`config.mk`:
```
export PLATFORM = sky130hd
export DESIGN_NAME = queue_arbiter
export DESIGN_NICKNAME = d
export VERILOG_FILES = /design/src/rtl/queue_pkg.sv /design/src/rtl/queue_arb_pick.sv /design/src/rtl/queue_arbiter.sv
export SDC_FILE = /design/constraint.sdc
export NUM_CORES = 1
export LEC_CHECK = 0
export ABC_AREA = 0
export BUFFER_PORTS_ARGS = -buffer_cell sky130_fd_sc_hd__buf_2
export CORE_MARGIN = 1
export CORE_UTILIZATION = 46
export DETAILED_ROUTE_END_ITERATION = 7
export GPL_ROUTABILITY_DRIVEN = 0
export PLACE_DENSITY_LB_ADDON = 0.15
export SYNTH_ARGS = -nofsm -noshare
export SYNTH_HDL_FRONTEND = slang
export SYNTH_HIERARCHICAL = 1
export SYNTH_SLANG_ARGS = --single-unit
```
`constraint.sdc`:
```
create_clock -name clock_10KHZ -period 2 [get_ports clock_10KHZ]
set_clock_uncertainty 0.1 [all_clocks]
set_input_delay 0.2 -clock clock_10KHZ [delete_from_list [all_inputs] [get_ports clock_10KHZ]]
set_output_delay 0.2 -clock clock_10KHZ [all_outputs]
set_load 0.01 [all_outputs]
```
`src/rtl/queue_pkg.sv`:
```
// Shared types for the two-producer / one-consumer byte-queue arbiter.
package queue_pkg;

  typedef enum logic [1:0] {IDLE, ISSUE, SETTLE, RESPOND} arb_state_t;
  typedef enum logic [1:0] {OP_ENQ_A, OP_ENQ_B, OP_DEQ} arb_op_t;
  typedef enum logic {CLASS_ENQ, CLASS_DEQ} arb_class_t;
  typedef enum logic {PROD_A, PROD_B} prod_t;

  localparam int QUEUE_DEPTH = 8;
  localparam int LEN_W = 4;

endpackage

```
`src/rtl/queue_arb_pick.sv`:
```
// Combinational eligibility check plus class and producer selection.
module queue_arb_pick
  import queue_pkg::*;
#(
  parameter int FULL_LEVEL = 7
) (
  input  logic             prod_a_req,
  input  logic             prod_b_req,
  input  logic             cons_req,
  input  logic [LEN_W-1:0] q_len,
  input  prod_t            rr,
  input  arb_class_t       last_class,
  output logic             grant,
  output arb_op_t          op
);

  logic    enq_ok;
  logic    deq_ok;
  arb_op_t enq_op;

  always_comb begin
    enq_ok = (prod_a_req | prod_b_req) && (q_len < LEN_W'(FULL_LEVEL));
    deq_ok = cons_req && (q_len != '0);

    if (prod_a_req && prod_b_req) begin
      enq_op = (rr == PROD_A) ? OP_ENQ_A : OP_ENQ_B;
    end else if (prod_a_req) begin
      enq_op = OP_ENQ_A;
    end else begin
      enq_op = OP_ENQ_B;
    end

    grant = enq_ok | deq_ok;
    op    = OP_DEQ;
    // When both classes compete, serve the one that did not go last.
    if (enq_ok && deq_ok) begin
      op = (last_class == CLASS_DEQ) ? enq_op : OP_DEQ;
    end else if (enq_ok) begin
      op = enq_op;
    end
  end

endmodule

```
`src/rtl/queue_arbiter.sv`:
```
// Shares one byte queue between producers A/B and a consumer: one strobe per
// operation, a fixed settle wait, then a single-cycle ack.
module queue_arbiter
  import queue_pkg::*;
#(
  parameter int SETTLE_CYCLES = 3,
  parameter int FULL_LEVEL    = 7,
  parameter int DATA_W        = 8
) (
  input  logic              clock_10KHZ,
  input  logic              reset,
  input  logic              prod_a_req,
  input  logic [DATA_W-1:0] prod_a_data,
  output logic              prod_a_ack,
  input  logic              prod_b_req,
  input  logic [DATA_W-1:0] prod_b_data,
  output logic              prod_b_ack,
  input  logic              cons_req,
  output logic              cons_ack,
  output logic [DATA_W-1:0] cons_data,
  output logic [DATA_W-1:0] q_data_in,
  output logic              q_enqueue,
  output logic              q_dequeue,
  input  logic [LEN_W-1:0]  q_len,
  input  logic [DATA_W-1:0] q_data_out,
  output logic              full,
  output logic              empty
);

  localparam int CNT_W = (SETTLE_CYCLES > 1) ? $clog2(SETTLE_CYCLES) : 1;

  arb_state_t        state_reg;
  arb_state_t        state_next;
  arb_op_t           op_reg;
  prod_t             rr_reg;
  arb_class_t        last_class_reg;
  logic [CNT_W-1:0]  cnt_reg;
  logic [DATA_W-1:0] data_in_reg;
  logic [DATA_W-1:0] cons_data_reg;
  logic              grant;
  arb_op_t           pick_op;
  logic              settle_done;

  queue_arb_pick #(
    .FULL_LEVEL(FULL_LEVEL)
  ) u_pick (
    .prod_a_req(prod_a_req),
    .prod_b_req(prod_b_req),
    .cons_req  (cons_req),
    .q_len     (q_len),
    .rr        (rr_reg),
    .last_class(last_class_reg),
    .grant     (grant),
    .op        (pick_op)
  );

  assign settle_done = (cnt_reg == CNT_W'(SETTLE_CYCLES - 1));
  assign full        = (q_len >= LEN_W'(FULL_LEVEL));
  assign empty       = (q_len == '0);
  assign q_data_in   = data_in_reg;
  assign cons_data   = cons_data_reg;

  always_comb begin
    state_next = state_reg;
    q_enqueue  = 1'b0;
    q_dequeue  = 1'b0;
    prod_a_ack = 1'b0;
    prod_b_ack = 1'b0;
    cons_ack   = 1'b0;
    case (state_reg)
      IDLE: begin
        if (grant) state_next = ISSUE;
      end
      ISSUE: begin
        q_enqueue  = (op_reg != OP_DEQ);
        q_dequeue  = (op_reg == OP_DEQ);
        state_next = SETTLE;
      end
      SETTLE: begin
        if (settle_done) state_next = RESPOND;
      end
      RESPOND: begin
        prod_a_ack = (op_reg == OP_ENQ_A);
        prod_b_ack = (op_reg == OP_ENQ_B);
        cons_ack   = (op_reg == OP_DEQ);
        state_next = IDLE;
      end
      default: state_next = IDLE;
    endcase
  end

  always_ff @(posedge clock_10KHZ or posedge reset) begin
    if (reset) begin
      state_reg      <= IDLE;
      op_reg         <= OP_DEQ;
      rr_reg         <= PROD_A;
      last_class_reg <= CLASS_DEQ;
      cnt_reg        <= '0;
      data_in_reg    <= '0;
      cons_data_reg  <= '0;
    end else begin
      state_reg <= state_next;
      case (state_reg)
        IDLE: begin
          if (grant) begin
            op_reg <= pick_op;
            // The pointer always moves to the producer not just chosen.
            if (pick_op == OP_ENQ_A) begin
              data_in_reg <= prod_a_data;
              rr_reg      <= PROD_B;
            end else if (pick_op == OP_ENQ_B) begin
              data_in_reg <= prod_b_data;
              rr_reg      <= PROD_A;
            end
          end
        end
        ISSUE: cnt_reg <= '0;
        SETTLE: begin
          cnt_reg <= cnt_reg + CNT_W'(1);
          // Capture read data on the edge that enters RESPOND.
          if (settle_done && (op_reg == OP_DEQ)) cons_data_reg <= q_data_out;
        end
        RESPOND: last_class_reg <= (op_reg == OP_DEQ) ? CLASS_DEQ : CLASS_ENQ;
        default: ;
      endcase
    end
  end

endmodule

```
-- Word-level counts from Yosys, hierarchy flattened
Index checks and enable logic that the tools add are counted.
- bits in registers: 24
- output and inout port bits: 23
- $add $sub $neg: 1
- $lt $le $gt $ge: 2
- equal/unequal tests: 10
- muxes and demuxes: 20
- bitwise logic cells: 2
- reduce and logical (&&, ||, !) cells: 16
- operator list (operator ; number):
    8-bit two-way mux ; 2
    2-bit two-way mux ; 6
    1-bit two-way mux ; 10
    2-bit == test (second input constant) ; 4
    2-bit case mux with 4 select lines ; 1
    2-bit by 1-bit == test with 1-bit output (second input constant) ; 3
    2-bit zero test ; 3
    2-bit != test (second input constant) ; 3
    2-bit AND reduction ; 3
    1-bit logical AND ; 5
    4-bit by 3-bit >= comparator with 1-bit output (second input constant) ; 1
    4-bit zero test ; 1
    4-bit by 3-bit less-than comparator with 1-bit output (second input constant) ; 1
    2-bit case mux with 2 select lines ; 1
    2-bit nonzero test ; 2
    4-bit nonzero test ; 1
    3-bit AND reduction ; 1
    2-bit by 1-bit adder with 2-bit output (second input constant) ; 1
    1-bit OR ; 2

-- Longest topological paths before layout
Gate-level depths: netlist of run 1.
- word-level depth: 7
- gate-level depth with buffers: 6

-- By module
Netlist of run 1, hierarchy kept.
- by module, submodules not included (module ; instances ; cells an instance ; area an instance (µm²) ; seq. area each (µm²)):
    queue_arbiter ; 1 ; 93 ; 1144.8 ; 603.1
    queue_arb_pick ; 1 ; 7 ; 75.1 ; 0.0

-- Worst setup path before layout of run 1
No wires, ideal clock.
- path kind: input to register
- start: input q_len[2]
- end: register rr_reg
- setup time: 0.133 ns
- data arrival time: 1.270 ns
- setup slack: 0.497 ns
- stages: 5
- path through: o41ai_4 > a21bo_1 > nand3b_1 > buf_2 > o21ai_0
- elaborated cells between the ends (all ways): 13
- those cells by class: order compare: 1; eq/ne: 1; mux: 3; bitwise: 1; reduce/logical: 7
- RTL lines (element ; line ; source):
    start: declaration ; queue_arbiter.sv:24 ; input logic [LEN_W-1:0] q_len,
    4-bit by 3-bit less-than comparator with 1-bit output or 4-bit nonzero test (tied branches) ; queue_arb_pick.sv:22, queue_arb_pick.sv:23 ;
    1-bit logical AND (on tied branches) ; queue_arb_pick.sv:22, queue_arb_pick.sv:23 ;
    1-bit OR (*) ; queue_arb_pick.sv:33 ; grant = enq_ok | deq_ok;
    net grant ; queue_arbiter.sv:40 ; logic grant;
    3-bit AND reduction (no line) (*) ; n/a ;
    end signal: assignment ; queue_arbiter.sv:96 ; rr_reg <= PROD_A;
    end signal: assignment ; queue_arbiter.sv:110 ; rr_reg <= PROD_B;
    end signal: assignment ; queue_arbiter.sv:113 ; rr_reg <= PROD_A;
    end: declaration ; queue_arbiter.sv:35 ; prod_t rr_reg;
The timed path passes the listed nets; every way through them passes the cells marked *.
A chain may end at the register's enable or synchronous reset.

-- Worst setup path after layout of run 1
- start: register op_reg[1]
- end: output q_enqueue
- word-level cells in the longest chain between the ends: 2
- ends and longest elaborated chain (element ; line ; source):
    start: declaration ; queue_arbiter.sv:34 ; arb_op_t op_reg;
    start signal: assignment ; queue_arbiter.sv:106 ; op_reg <= pick_op;
    2-bit != test ; queue_arbiter.sv:75 ; q_enqueue = (op_reg != OP_DEQ);
    1-bit two-way mux ; queue_arbiter.sv:70 ; case (state_reg)
    end: declaration ; queue_arbiter.sv:22 ; output logic q_enqueue,
Every way passes these cells.

==> results of run 1 <==
[power groups by stage]
stage	Clock [uW]	Combinational [uW]	Sequential (uW)
floorplan	0	546	953
global placement	0	921	877
detailed placement	0	964	887
CTS	358	972	881
global route	376	1090	917
finish	355	960	882
[worst max-delay path by stage]
stage,end,start
after global placement,state_reg[1],q_len[2]
after global routing,q_enqueue,op_reg[1]
after CTS,q_enqueue,op_reg[1]
after detailed placement,state_reg[1],q_len[2]
after floorplan,rr_reg,q_len[2]
final,q_enqueue,op_reg[1]
[stage by stage]
step	power [uW]	cell area, um2
final	2200	1650
after global routing	2380	1650
after CTS	2210	1650
after detailed placement	1850	1550
after global placement	1800	1550
after floorplan	1500	1220
[placed cells by master (no fill, tap or decap), types with 2 or more instances in the layout]
| master | instances |
|---|---|
| sky130_fd_sc_hd__mux2i_1 | 9 |
| sky130_fd_sc_hd__buf_4 | 3 |
| sky130_fd_sc_hd__ha_1 | 6 |
| sky130_fd_sc_hd__mux2_2 | 12 |
| sky130_fd_sc_hd__nand2_1 | 11 |
| sky130_fd_sc_hd__buf_2 | 55 |
| sky130_fd_sc_hd__dfstp_2 | 2 |
| sky130_fd_sc_hd__inv_1 | 6 |
| sky130_fd_sc_hd__dfrtp_1 | 22 |
| sky130_fd_sc_hd__clkbuf_4 | 3 |
| sky130_fd_sc_hd__o21ai_0 | 9 |
| sky130_fd_sc_hd__and2_2 | 2 |
| sky130_fd_sc_hd__dlygate4sd3_1 | 5 |
[layer usage]
metal,share of wire,track usage,vias to the layer above,routed length (um)
met1,0.43,0.230,449,1030
met5,0,0,-,0
met3,0.039,0.0374,5,94
met2,0.52,0.371,28,1270
met4,0.015,0.0789,0,37
li1,-,-,482,-
[final cells by class]
type / instances / area share
Clock buffer: 3 / 0.0137
Clock inverter: 1 / 0.0182
Inverter: 6 / 0.0137
Multi-Input combinational cell: 68 / 0.355
Sequential cell: 24 / 0.366
Tap cell: 30 / 0.0228
Timing Repair Buffer: 63 / 0.211
[kinds of logic (layout without fill, tap and decap cells)]
group | count (synthesis) | count (layout) | share of synthesized area
AO/OA/AOI/OAI | 18 | 18 | 0.113
adder cells (fa/ha/maj) | 6 | 6 | 0.0615
buffers and inverters | 8 | 73 | 0.0267
flip-flops | 24 | 24 | 0.494
multiplexers | 21 | 21 | 0.185
AND/OR/NAND/NOR | 23 | 23 | 0.120
[worst max-delay path, cell delays in order, from the launching register on]
cell	delay, ns
sky130_fd_sc_hd__dfstp_2	0.57
sky130_fd_sc_hd__nor2b_4	0.20
sky130_fd_sc_hd__and2b_2	0.23
sky130_fd_sc_hd__buf_2	0.13
==> out/results.txt, run 1 <==
The tools report the sort of element at the end of the critical path as an output port. The average routed wire per standard cell is 12.5 um, and the hold buffer count at cts is 5. The vias per cell works out to 4.94.

The tools report the proportion of power drawn by flip-flops and latches as 0.402. The maximum buffer depth of the clock tree was 2; the reported leakage power was 0.000841 uW. The achievable clock frequency is 574 MHz.

Total of warnings raised by yosys: 6. The worst setup path is launched from a flop. At the pin with the least slew margin, the transition time is 0.683 ns.

The floorplan step defined a die boundary enclosing 0.00286 mm2. The number of nets produced by synthesis was 139; the flip-flop and latch count after synthesis was 24. Summed over all layers, the global routing overflow is 0. The run gives 100 as the cell count after synthesis. For this run, the leading register cell type out of synthesis is sky130_fd_sc_hd__dfrtp_1. The final critical-path share of the clock period is 0.871. The tools report the global-route total usage across every layer as 0.204.

The detail route stage leaves a number of antenna-violating nets equal to 0. The cell count of the worst reg-to-reg path works out to 5. The tools report the max-slew violation count as 0. The synthesized design spends more area on one cell type than any other, namely sky130_fd_sc_hd__dfrtp_1. CTS placed an instance of sky130_fd_sc_hd__clkbuf_4 at the clock tree root.

The TritonCTS buffer count is 3, and the share of the synthesized area in the top cell type is 0.451. The checks that failed: negative hold slack. In this run the vertical extent of the chip is 53.5 um.

The clock period could shrink to 1.74 ns. Startpoint-to-endpoint class of the critical path: flop to output port. The number of buffers inserted by post-CTS setup repair is 0. After routing, the total negative slack on setup checks comes to 0 ns. The total of fill cells in the finished design is 208. The required time reported for the critical path endpoint was 1.70 ns; the share of synthesized area occupied by flip-flops and latches was 0.494.

The tools report the final hold violation count as 3. The tools report the count of final setup violators as 0. In the final layout, the multi-input gates occupy 584 um2.

The worst hold path terminates at cons_data[0]. The endpoint identified for the worst register-to-register timing path is state_reg[1]. The run gives 0 as the initial antenna violation count.

The path category of the worst min-delay check was input port to flop. The row count was 18. The fraction of power spent switching nets is 0.351. The initial core utilization was 0.488; the switching component of the power was 770 uW. The startpoint identified for the worst register-to-register timing path is state_reg[0].

Max-cap violations in this run came to 0. The run gives 0 as the DRC violation count after routing. The tools report the count of non-filler cells in the finished layout as 195.

The power share of the combinational group is 0.437. TritonCTS built the clock tree. Worst hold margin: -0.00413 ns. Total wirelength of the detailed-routed design: 2.43 mm.

The largest vdd supply drop was 0.984 mV; the pre-CTS setup slack was 0.256 ns. Registers take 603 um2. In this run the most critical hold path is launched from q_data_out[0]. Pin placement for this block handled 56 I/O pins. The worst setup slack for register-to-register paths is 0.34 ns.

The final-stage net count was 205; the fraction of registers with async set or reset after synthesis was 1.00. In this run, the number of DRC markers left after iteration 0 of detailed routing was 7. The core utilization of the finished layout is 0.659. Setup repair after global routing left no endpoint under its margin. Among all cell types in the netlist, the one instantiated most often is sky130_fd_sc_hd__dfrtp_1. After synthesis, the cell types taking the most area are sky130_fd_sc_hd__dfrtp_1, sky130_fd_sc_hd__mux2_2, sky130_fd_sc_hd__mux2i_1, sky130_fd_sc_hd__ha_1, sky130_fd_sc_hd__dfstp_2. The number of global-route vias before repair was 998.

In this run, post-CTS repair resized a total of 0 instances. The core box area was 0.00250 mm2; the first-pass GRT wire length was 4.12 mm. The antenna cell count is 0.

The commonest cells after synthesis are sky130_fd_sc_hd__dfrtp_1, sky130_fd_sc_hd__mux2_2, sky130_fd_sc_hd__nand2_1. Data on the critical path arrives at its endpoint at 1.44 ns. At the later pin of the worst-skew pair, clock insertion delay measures 0.33 ns. The tree built by TritonCTS fans out to 24 sinks.

The run gives 1 as the number of H-tree levels. Cell internal power was estimated by the tool at 1430 uW. The number of buffers inserted by port buffering was 55.

The worst hold path passes through 2 cells. The maximum fanout along the worst path was 5; the power per unit of standard cell area was 1330 mW/mm2. Setup slack closes at 0.257 ns. The clock share of power was 0.162; the clock transition at the registers of the reported paths was 0.14 ns. For this run, the detailed router's first-pass iteration total came to 3. The x dimension of the die came out at 53.5 um. A synthesized cell averages 12.2 um2. The logs give 964 for the total number of vias and 0.544 for the headroom to the max-slew limit. The run finished, with violations left. The run gives 29 as the post-synthesis cell type count. Once placement completed, the tool counted placed cells totaling 186. The tools report the half-perimeter wire length after detailed placement as 1.84 mm. The synthesized netlist occupies a cell area of 0.00122 mm2. Compared with the post-synthesis result, the final layout area differs by 35.1%. Yosys mapped a number of flops with a built-in enable equal to 0. The largest net degree at the start of global routing is 19, and the share of post-route cells with drive strength above 1 is 0.515.
Power figures use the tool's default switching activity.
==> run 2: changes to the inputs <==
Settings changed: SYNTH_HIERARCHICAL 1 to default.
==> run 2 against run 1 <==
  * The run now ends clean
  * Synthesized area grew 0.72%
  * Critical endpoint is now q_dequeue
  * Worst setup slack lost 0.027 ns
  * Count of clock-buffer cells in the layout is the same
  * Combinational power grew 2.8%
  * First-iteration DRC count shrank 14%
  * Sequential cell count is the same
  * Cell area grew 1.3%
  * Clock power shrank 4%
  * Highest routed layer unchanged
  * Worst hold slack gained 0.018 ns
  * Die area grew 0.69%
  * Largest cell class unchanged
  * Fmax shrank 1.5%
  * Sequential power shrank 0.6%
==> out/results.txt, run 2 <==
sky130_fd_sc_hd__dfrtp_1 takes more of the synthesized area than any other cell. Measured along the y axis, the die boundary spans 53.7 um. For this run, design rule violations remaining after detail routing come to 0.

The origin of the worst min-delay path was q_data_out[4]. The adder-cell area share of the yosys netlist is 0.0611, and the total of fill cells in the finished design is 205. The critical path ends at q_dequeue. Row count: 18. Fraction of power spent switching nets: 0.338. Largest net degree at the start of global routing: 15.

The number of enable-type register cells in the synthesized netlist is 0. Summing all flip-flop and latch instances after layout gives 603 um2. The run gives 0 as the max-slew violation count. Summed over all layers, the routed wires come to 2.23 mm. The most used flip-flop cell after synthesis is sky130_fd_sc_hd__dfrtp_1. The area growth from synthesis to layout works out to 35.8%.

Die area: 0.00288 mm2. Power per unit of standard cell area: 1320 mW/mm2. The flow ran to the end, and the final reports show no timing, DRC or antenna violations. After routing, the total negative slack on setup checks comes to 0 ns.

Setup violations remaining at the end of the flow were counted as 0. The routed layout has 927 vias. At the end of the flow, the number of nets in the layout was 196. The library cell used most frequently in the layout, excluding fill and tap cells, is sky130_fd_sc_hd__buf_2. The startpoint-to-endpoint class of the critical path is flop to output port.

For the share of synthesized area occupied by flip-flops and latches, the log shows 0.491. The min-delay analysis places its worst path in the category input port to flop. The vias per cell was 4.98.

The initial core utilization was 0.491. The endpoint identified for the worst register-to-register timing path is cons_data[7]. In the post-synthesis netlist, the cell with the most instances is sky130_fd_sc_hd__mux2_2.

The analysis attributes to cell leakage a power of 0.000839 uW. The largest vdd supply drop was 0.807 mV. The master cell of the clock root buffer was sky130_fd_sc_hd__clkbuf_4. Buffers placed on the I/O ports in this run total 55. The headroom to the max-slew limit was 0.671. For the pin with the worst max-slew slack, the measured transition is 0.490 ns. The tools report the number of nets produced by synthesis as 128. The fraction of registers with async set or reset after synthesis is 1.00, and the wire length on met2 is 1.26 mm. The power share of the combinational group was 0.447; the number of H-tree levels was 1. TritonCTS built the clock tree. For the clock share of power, the log shows 0.155.

STA classifies the critical path startpoint as a flop. The post-synthesis compound-gate area fraction is 0.0988, and the x dimension of the die is 53.7 um. The share of cell area taken by muxes after synthesis was 0.256; the maximum fanout along the worst path was 5. The worst setup path startpoint is op_reg[1].

After the first detailed-routing iteration, the DRC count stood at 6. The cell count of the worst reg-to-reg path is 3, and the worst path arrival time is 1.47 ns. The average routed wire per standard cell was 12.0 um; the post-synthesis cell type count was 27.

For flop-to-flop paths, the worst setup slack is 0.23 ns. The total met3 wirelength after detailed routing was 124 um; the share of the synthesized area in the top cell type was 0.448. The remaining global-route overflow is 0.

For the global-route total usage across every layer, the log shows 0.167. In the final layout, the multi-input gates occupy 596 um2. The logs give 0 for the final hold violation count and 0.31 ns for the insertion delay to the later sink of the worst-skew pair. Summing all placed instances gives a cell area of 0.00156 mm2. The share of post-route cells with drive strength above 1 came out at 0.596. The fraction of synthesized cell area in xor and xnor cells was 0; the clock sink count was 24.

No sink is reached through more buffers than the 2 on the longest clock path. The final critical-path share of the clock period was 0.885. The run gives 565 MHz as the achievable clock frequency.

Main combinational cell family by area after synthesis: multiplexers. The startpoint identified for the worst register-to-register timing path is op_reg[1]. After synthesis, the most frequently instantiated cells are sky130_fd_sc_hd__mux2_2, sky130_fd_sc_hd__dfrtp_1, sky130_fd_sc_hd__inv_1. The sort of element at the end of the critical path was an output port.

After legalization and detailed placement, the total HPWL measured 1.83 mm. By area the synthesized netlist is led by sky130_fd_sc_hd__dfrtp_1, sky130_fd_sc_hd__mux2_2, sky130_fd_sc_hd__ha_1, sky130_fd_sc_hd__dfstp_2, sky130_fd_sc_hd__mux2_1. The first-pass iteration count of the detailed router was 4.

The library cells used most frequently in the layout, excluding fill and tap cells, are sky130_fd_sc_hd__buf_2, sky130_fd_sc_hd__mux2_2, sky130_fd_sc_hd__dfrtp_1, sky130_fd_sc_hd__inv_1. The region available for standard cell placement spans 0.00250 mm2. Data on the critical path is required at its endpoint by 1.70 ns. The synthesized design contains 24 register bits. The shortest period the worst path allows works out to 1.77 ns. 0 antenna diodes ended up in the layout.

The internal power summed over all cells was 1460 uW. After detailed routing, the wire length on met1 is 836 um. The area share of and/or/nand/nor cells after synthesis was 0.0692; the switching component of the power was 745 uW. The logs give 0 for the remaining antenna violation count after routing and 0.00123 mm2 for the post-synth design cell area. Top layer reached by signal wires: met4.

The clock transition at the registers of the reported paths was 0.13 ns; the number of gates given a new drive strength after cts was 0. Averaged over all synthesized cells, the footprint is 13.8 um2. Total of max-cap violations: 0. The total of warnings raised by yosys was 0; the initial antenna violation count was 0. The tools report the TritonCTS buffer count as 3. Setup repair after global routing left no endpoint under its margin. The cell count after synthesis is 89, and the final cell area excluding filler cells is 0.00167 mm2. The I/O pin count came out at 56.

The logs give 850 for the number of global-route vias before repair and 3.47 mm for the first-pass GRT wire length. For the proportion of power drawn by flip-flops and latches, the log shows 0.397.
run 2: worst min-delay path by stage:
stage              endpoint  slack (ns)  cells after the start
3_5_place_dp   cons_data[2]        0.13                      2
6_report       cons_data[4]        0.01                      2
4_1_cts        cons_data[4]      0.0007                      2
5_1_grt        cons_data[7]       0.003                      2
2_1_floorplan    cnt_reg[0]        0.11                      1
3_3_place_gp   cons_data[0]        0.13                      2
run 2: area by class of cell:
class	instances	area share
multi-input cells	57	0.357
repair buffers	63	0.210
inverters	8	0.0180
flip-flops and latches	24	0.361
clock buffers	3	0.0135
clock inverters	1	0.0180
well taps	30	0.0225
run 2: timing repair:
item | CTS | global route
hold buffers | 5 | 1
hold endpoints to repair | 16 | 1
buffers inserted | 0 | 0
run 2: per-stage QoR:
stage | power [uW] | util | hold slack (ns) | worst slack, ns | cells
finish | 2210 | 0.668 | 0.0136 | 0.231 | 186
global route | 2380 | 0.668 | 0.00328 | 0.0898 | 186
CTS | 2240 | 0.664 | 0.000710 | 0.195 | 185
detailed placement | 1890 | 0.623 | 0.132 | 0.227 | 176
global placement | 1840 | 0.623 | 0.127 | 0.276 | 176
floorplan | 1530 | - | 0.113 | 0.421 | 89
run 2: power groups by stage:
| stage | clock network [uW] | registers [uW] | logic, uW |
|---|---|---|---|
| after detailed placement | 0 | 893 | 994 |
| after floorplan | 0 | 957 | 570 |
| after CTS | 357 | 882 | 1000 |
| after global routing | 367 | 917 | 1100 |
| final | 342 | 877 | 987 |
| after global placement | 0 | 877 | 959 |
run 2: per-layer routing:
| metal | track usage | vias up |
|---|---|---|
| met2 | 0.323 | 32 |
| met5 | 0 | - |
| met3 | 0.0593 | 2 |
| met1 | 0.171 | 441 |
| li1 | - | 452 |
| met4 | 0.0263 | 0 |
run 2: cells by family (layout without fill, tap and decap cells):
group	after synthesis	count (layout)
simple gates	12	12
fa+ha+maj	6	6
mux	28	28
buf+inv	8	75
flops	24	24
compound gates	11	11
run 2: worst max-delay path, cell delays in order (launching register included):
cell                      delay (ns)
sky130_fd_sc_hd__dfstp_2        0.58
sky130_fd_sc_hd__nor2b_1        0.28
sky130_fd_sc_hd__and2_1         0.18
sky130_fd_sc_hd__buf_2          0.13
